**config.mk**
```make
export PLATFORM = sky130hd
export DESIGN_NAME = seq_detect
export DESIGN_NICKNAME = d
export VERILOG_FILES = /design/src/rtl/seq_detect.sv
export SDC_FILE = /design/constraint.sdc
export NUM_CORES = 1
export LEC_CHECK = 0
export CAP_MARGIN = 20
export CELL_PAD_IN_SITES_DETAIL_PLACEMENT = 1
export CELL_PAD_IN_SITES_GLOBAL_PLACEMENT = 1
export CORE_AREA = 3 3 67 69
export CTS_CLUSTER_SIZE = 16
export DETAILED_ROUTE_END_ITERATION = 8
export DIE_AREA = 0 0 70 72
export MAX_ROUTING_LAYER = met4
export PLACE_DENSITY_LB_ADDON = 0.1
export SLEW_MARGIN = 20
export SYNTH_ARGS = -nofsm -noshare
export SYNTH_HDL_FRONTEND = slang
export SYNTH_SLANG_ARGS = --single-unit
export TNS_END_PERCENT = 10
```
**constraint.sdc**
```tcl
create_clock -name clk -period 3 [get_ports clk]
set_clock_uncertainty 0.15 [all_clocks]
set_input_delay 0.6 -clock clk [delete_from_list [all_inputs] [get_ports clk]]
set_output_delay 0.6 -clock clk [all_outputs]
set_load 0.02 [all_outputs]
```
**src/rtl/seq_detect.sv**
```systemverilog
// -----------------------------------------------------------------------------
// seq_detect
//   Serial pattern detector. Shifts in qualified bits (a_valid=1) MSB first and
//   compares the newest W accepted bits against PATTERN. A match produces a
//   registered one-cycle pulse on y and bumps a saturating match counter.
//
// Parameters
//   W        pattern length (2..32)
//   PATTERN  W-bit target, PATTERN[W-1] oldest bit, PATTERN[0] newest bit
//   OVERLAP  1: history kept across matches, 0: history discarded on match
//   CNT_W    match counter width (1..32)
//
// Ports
//   clk          rising-edge clock
//   rst_n        asynchronous active-low reset
//   clear        synchronous clear of history, fill, counter and sat flag
//   a_valid      qualifies a
//   a            serial data bit
//   y            registered one-cycle match pulse
//   match_count  saturating match count
//   count_sat    sticky, set when match_count reaches all-ones
//   armed        history holds W valid bits
// -----------------------------------------------------------------------------
module seq_detect #(
   parameter int             W       = 4,
   parameter logic [W-1:0]   PATTERN = 4'b1011,
   parameter bit             OVERLAP = 1'b1,
   parameter int             CNT_W   = 8
) (
   input  logic             clk,
   input  logic             rst_n,
   input  logic             clear,
   input  logic             a_valid,
   input  logic             a,
   output logic             y,
   output logic [CNT_W-1:0] match_count,
   output logic             count_sat,
   output logic             armed
);

   localparam int               FW        = $clog2(W + 1);
   localparam logic [FW-1:0]    FILL_FULL = FW'(W);
   localparam logic [CNT_W-1:0] CNT_MAX   = {CNT_W{1'b1}};

   typedef enum logic [0:0] {
      FILLING = 1'b0,
      ARMED   = 1'b1
   } state_e;

   state_e           state_q;
   logic [W-1:0]     hist_q;
   logic [FW-1:0]    fill_q;
   logic             y_q;
   logic [CNT_W-1:0] cnt_q;
   logic             sat_q;

   logic [W-1:0]     hist_d;
   logic [FW-1:0]    fill_d;
   logic [CNT_W-1:0] cnt_inc_s;
   logic             match_s;

   // Candidate next history/fill if the current bit is accepted, and match test.
   always_comb begin
      hist_d    = {hist_q[W-2:0], a};
      fill_d    = (fill_q == FILL_FULL) ? FILL_FULL : (fill_q + FW'(1));
      cnt_inc_s = cnt_q + CNT_W'(1);
      match_s   = (fill_d == FILL_FULL) && (hist_d == PATTERN);
   end

   // Detector FSM, history, fill counter, match counter and registered outputs.
   always_ff @(posedge clk or negedge rst_n) begin
      if (!rst_n) begin
         state_q <= FILLING;
         hist_q  <= '0;
         fill_q  <= '0;
         y_q     <= 1'b0;
         cnt_q   <= '0;
         sat_q   <= 1'b0;
      end else if (clear) begin
         // clear wins over a simultaneous valid bit; that bit is dropped
         state_q <= FILLING;
         hist_q  <= '0;
         fill_q  <= '0;
         y_q     <= 1'b0;
         cnt_q   <= '0;
         sat_q   <= 1'b0;
      end else begin
         y_q <= 1'b0;
         if (a_valid) begin
            if (match_s) begin
               y_q <= 1'b1;
               // saturate: once all-ones the count never moves again
               if (cnt_q != CNT_MAX) begin
                  cnt_q <= cnt_inc_s;
                  if (cnt_inc_s == CNT_MAX) begin
                     sat_q <= 1'b1;
                  end else begin
                     sat_q <= sat_q;
                  end
               end else begin
                  cnt_q <= cnt_q;
               end
               if (OVERLAP) begin
                  hist_q  <= hist_d;
                  fill_q  <= FILL_FULL;
                  state_q <= ARMED;
               end else begin
                  // non-overlapping: next match needs W fresh bits
                  hist_q  <= '0;
                  fill_q  <= '0;
                  state_q <= FILLING;
               end
            end else begin
               hist_q  <= hist_d;
               fill_q  <= fill_d;
               state_q <= (fill_d == FILL_FULL) ? ARMED : FILLING;
            end
         end else begin
            // gaps hold everything; the pulse still drops back to 0
            hist_q  <= hist_q;
            fill_q  <= fill_q;
            state_q <= state_q;
         end
      end
   end

   assign y           = y_q;
   assign match_count = cnt_q;
   assign count_sat   = sat_q;
   assign armed       = (state_q == ARMED);

endmodule

```
# --- Yosys cells after proc, flatten, opt, wreduce, memory -nomap -nowiden ---
# Index checks and enable logic that the tools add are counted.
word_totals:
  ff_bits: 17
op_classes:
  n_reduce_logical: 7
  muxes: 22
  n_addsub: 2
  n_eq_ne: 5
op_table:
  columns: ["op", "n"]
  rows:
  - ["$mux 8", 4]
  - ["$mux 3", 6]
  - ["$mux 1", 12]
  - ["$add 8x1->8 const B", 1]
  - ["$eq 8x8->1 const B", 1]
  - ["$ne 8x8->1 const B", 1]
  - ["$reduce_bool 2->1", 4]
  - ["$eq 3x3->1 const B", 2]
  - ["$eq 4x4->1 const B", 1]
  - ["$reduce_and 4->1", 1]
  - ["$add 3x1->3 const B", 1]
  - ["$reduce_and 3->1", 1]
  - ["$logic_and 1x1->1", 1]

# --- Logic depth before layout (Yosys ltp) ---
depth:
  ltp_word: 7
  ltp_mapped: 8
  ltp_nobuf: 7

# --- Worst setup path before layout ---
# OpenSTA, ideal clock, no wires.
synth_timing:
  path_type: "reg2reg"
  from: "register fill_q[0]"
  to: "register cnt_q[4] (netlist: match_count[4])"
  path_stages_with_launch: 8
  setup_ns: 0.132
  arrival_ns: 1.674
  synth_period_minus_slack_ns: 1.955
  slack_ns: 1.045
  path_cell_list: "dfrtp_1 > inv_1 > ha_1 > o31a_1 > buf_6 > nor4b_2 > mux2i_1 > nor2_1"
synth_via:
  elab_chain_len: 6
synth_lines:
  columns: ["element", "line", "source"]
  rows:
  - ["start, declared", "52", "logic [FW-1:0] fill_q;"]
  - ["start signal, assigned", "115", "fill_q <= fill_d;"]
  - ["start signal, assigned", "121", "fill_q <= fill_q;"]
  - ["$add 3x1->3 / $eq 3x3->1 (equally long branches)", "65", "fill_d = (fill_q == FILL_FULL) ? FILL_FULL : (fill_q + FW'(1));"]
  - ["$mux 3 *", "65", null]
  - ["$eq 3x3->1 *", "67", "match_s = (fill_d == FILL_FULL) && (hist_d == PATTERN);"]
  - ["$logic_and 1x1->1 *", "67", null]
  - ["$reduce_bool 2->1 (no line) *", null, null]
  - ["$reduce_and 3->1 (no line) *", null, null]
  - ["end signal, assigned", "94", "cnt_q <= cnt_inc_s;"]
  - ["end signal, assigned", "101", "cnt_q <= cnt_q;"]
  - ["end, declared", "54", "logic [CNT_W-1:0] cnt_q;"]
# Every way passes the cells marked *; elsewhere a longest branch is shown, timed or not.
# A chain may end at the register's enable or synchronous reset.

# --- Worst setup path after layout ---
layout_timing:
  from: "input a"
  to: "register cnt_q[4] (netlist: match_count[4])"
layout_via:
  elab_chain_len: 4
layout_lines:
  columns: ["element", "line", "source"]
  rows:
  - ["start, declared", "34", "input logic a,"]
  - ["$eq 4x4->1", "67", null]
  - ["$logic_and 1x1->1", "67", null]
  - ["$reduce_bool 2->1 (no line)", null, null]
  - ["$reduce_and 3->1 (no line)", null, null]
# Every way passes these cells.

==> metrics.yaml <==
detailed_routing:
  wl_per_cell_um: 13.6
  wirelength_mm: 2.13
  first_iter_violations: 13
  dr.pass1.iters: 2
  remaining_drc_errors: 0
  ant_nets: 0
  dr_total_vias: 716
  avgViaCountPerCell: 4.59
setup_path:
  critPathKind: "primary input to register"
  worstPathMaxFanout: 8
  r2r_slack_ns: 0.81
  crit_path_end_kind: "register"
  timing.rr.start: "fill_q[0]"
  cp-start-kind: "primary input"
  cp.required_ns: 2.96
  rr_worst_depth: 6
  cp.arrival_ns: 2.21
  r2r-end: "match_count[4]"
  crit_start: "a"
cts:
  clkSinkCount: 17
  insertion_delay_ns: 0.25
  clk_pin_slew_ns: 0.07
  cts_setup_buffers: 0
  htree_levels: 1
  cts.path.max_buffers: 2
  cts_resized: 0
  root_buffer: "clkbuf_8"
  tritoncts: "done"
  ctsHoldBuffers: 0
  numCtsBuffers: 3
synth:
  synth-seq-cells: 17
  synthesis.nets: 99
  netlist-cell-type-count: 26
  syn_inst: 90
  syn_area_um2: 967
  ys_seq_area_share_pct: 44.0
  postSynthAreaPerCell_um2: 10.7
  synth-async-reset-ratio_pct: 100
  synth_warnings: 0
  synth_top_flop_cell: "dfrtp_1"
  synth_edf_count: 0
global_routing:
  gr-usage-all-layers_pct: 9.64
  grt_pass1_vias: 727
  antenna_found_initial: 0
  grt_first_pass_wirelength_mm: 3.59
  grt_max_degree: 18
  gr-total-overflow: 0
power:
  power_density_nw_per_um2: 371
  totalPowerFinal_mw: 0.450
  irDropWorstVdd_uv: 154
  cellLeakagePower_nw: 0.487
sta:
  max_freq_mhz: 446
  whs_ns: 0.357
  rsz0062_at_grt: "false"
  relSlewSlack_pct: 45.4
  fin_tns_setup_ns: 0
  fin_crit_ns: 2.24
  timing_worst_slew_pin_value_ns: 0.816
  hold_viol: 0
  fin_crit_sh_pct: 74.7
  finalMaxSlewViolations: 0
  setup_viol: 0
place:
  dp_hpwl_mm: 1.52
  placed_area_um2: 1160
  routabilityCongestion: 0.691
  port-buffer-count: 15
layout:
  antennaDiodeCount: 0
  register_area_um2: 425
  nFillCells: 464
  final_util_pct: 30.5
  drive_above_1_share_pct: 14.2
  area_delta_synth_final_pct: 25.2
  fin_area_um2: 1210
  multi_input_area_um2: 508
  nets: 116
die:
  core_um2: 3970
  row_count: 23
  dieArea_um2: 5040
  io_pins: 16
  die_y_um: 72
  die_x_um: 70
  initial_utilization_pct: 24.4
worst_hold_path:
  min_path_cells: 2
  holdPathEnd: "count_sat"
  hold_class: "register to register"
  min_from: "count_sat"
flow_run:
  drv_cap: 0
run_status:
  outcome: "complete, no violations"
==> synth_stat cells, drive strengths merged (4+ instances only) <==
| cell type | count | area (µm²) |
|---|---|---|
| ha | 4 | 50.1 |
| nor3 | 5 | 41.3 |
| mux2i | 5 | 50.1 |
| nand2 | 4 | 15.0 |
| nand3 | 5 | 25.0 |
| nor2 | 14 | 52.6 |
| nor4b | 4 | 68.8 |
| a21oi | 4 | 20.0 |
| dfrtp | 17 | 425 |
| xnor2 | 7 | 61.3 |
==> final cells by class <==
| type | count | area share, % |
|---|---|---|
| Clock buffer | 3 | 3.41 |
| Timing Repair Buffer | 16 | 13.0 |
| Multi-Input combinational cell | 66 | 41.9 |
| Inverter | 3 | 0.930 |
| Clock inverter | 1 | 0.413 |
| Sequential cell | 17 | 35.1 |
| Tap cell | 50 | 5.17 |
==> how the worst max path moves through the flow <==
| stage | end | slack [ns] | cells after the start |
|---|---|---|---|
| after global placement | match_count[4] | 0.48 | 6 |
| final | match_count[4] | 0.76 | 6 |
| after CTS | match_count[4] | 0.72 | 6 |
| after global routing | match_count[4] | 0.63 | 6 |
| after floorplan | match_count[4] | 1.04 | 7 |
| after detailed placement | match_count[4] | 0.45 | 6 |
==> power by group <==
part | internal [mW] | total, mW | switching (mW)
Combinational | 0.0151 | 0.0371 | 0.0220
Sequential | 0.234 | 0.237 | 0.00388
Clock | 0.0922 | 0.175 | 0.0830
==> worst max-delay path: stages <==
cell and delay [ns]:
clkdlybuf4s50_1 0.47, nor2b_1 0.16, nand4_2 0.33, nor4b_2 0.38, mux2i_1 0.21, nor2_1 0.05
==> through the flow <==
step	instances	setup slack, ns
after CTS	156	0.723
after floorplan	90	1.04
after detailed placement	152	0.446
final	156	0.758
after global routing	156	0.635
after global placement	152	0.480
==> layer usage <==
layer | GRT usage, % | part of all wire, % | vias to the layer above
li1 | - | - | 345
met1 | 11.8 | 47 | 353
met2 | 14.8 | 47 | 14
met3 | 2.35 | 3.9 | 4
met4 | 5.11 | 1.8 | 0
met5 | - | 0 | -
==> sequential cells by signal (all words and copies together), names as in the netlist <==
name and flops:
count_sat 1, hist_q 3, fill_q 3, y 1, match_count 8, armed 1
==> cell usage in the layout, fill, tap and decap left out <==
cell type / n
nor4b_2: 3
nand4_2: 1
nor2_1: 14
nor2b_1: 2
and3_1: 2
xor2_1: 1
ha_1: 4
a211oi_1: 2
nor4b_4: 1
nand2_1: 4
and4b_1: 1
inv_1: 3
nand2b_1: 1
clkinv_2: 1
nor3_2: 1
mux2i_1: 5
clkdlybuf4s50_1: 15
a21oi_1: 4
nor3_1: 3
nor3_4: 1
dfrtp_1: 17
a211oi_2: 1
buf_4: 1
o31a_1: 1
nor4_2: 2
nand3_1: 5
clkbuf_8: 3
xnor2_1: 7
==> logic make-up (layout without fill, tap and decap cells) <==
kind of cell    Yosys count  after routing  share of synthesized area, %
buf+inv                   7             23                          3.49
mux                       5              5                          5.17
simple gates             41             41                          29.1
xor+xnor                  8              8                          7.24
fa+ha+maj                 4              4                          5.17
compound gates            8              8                          5.82
flops                    17             17                          44.0
(Power assumes the default switching activity.)
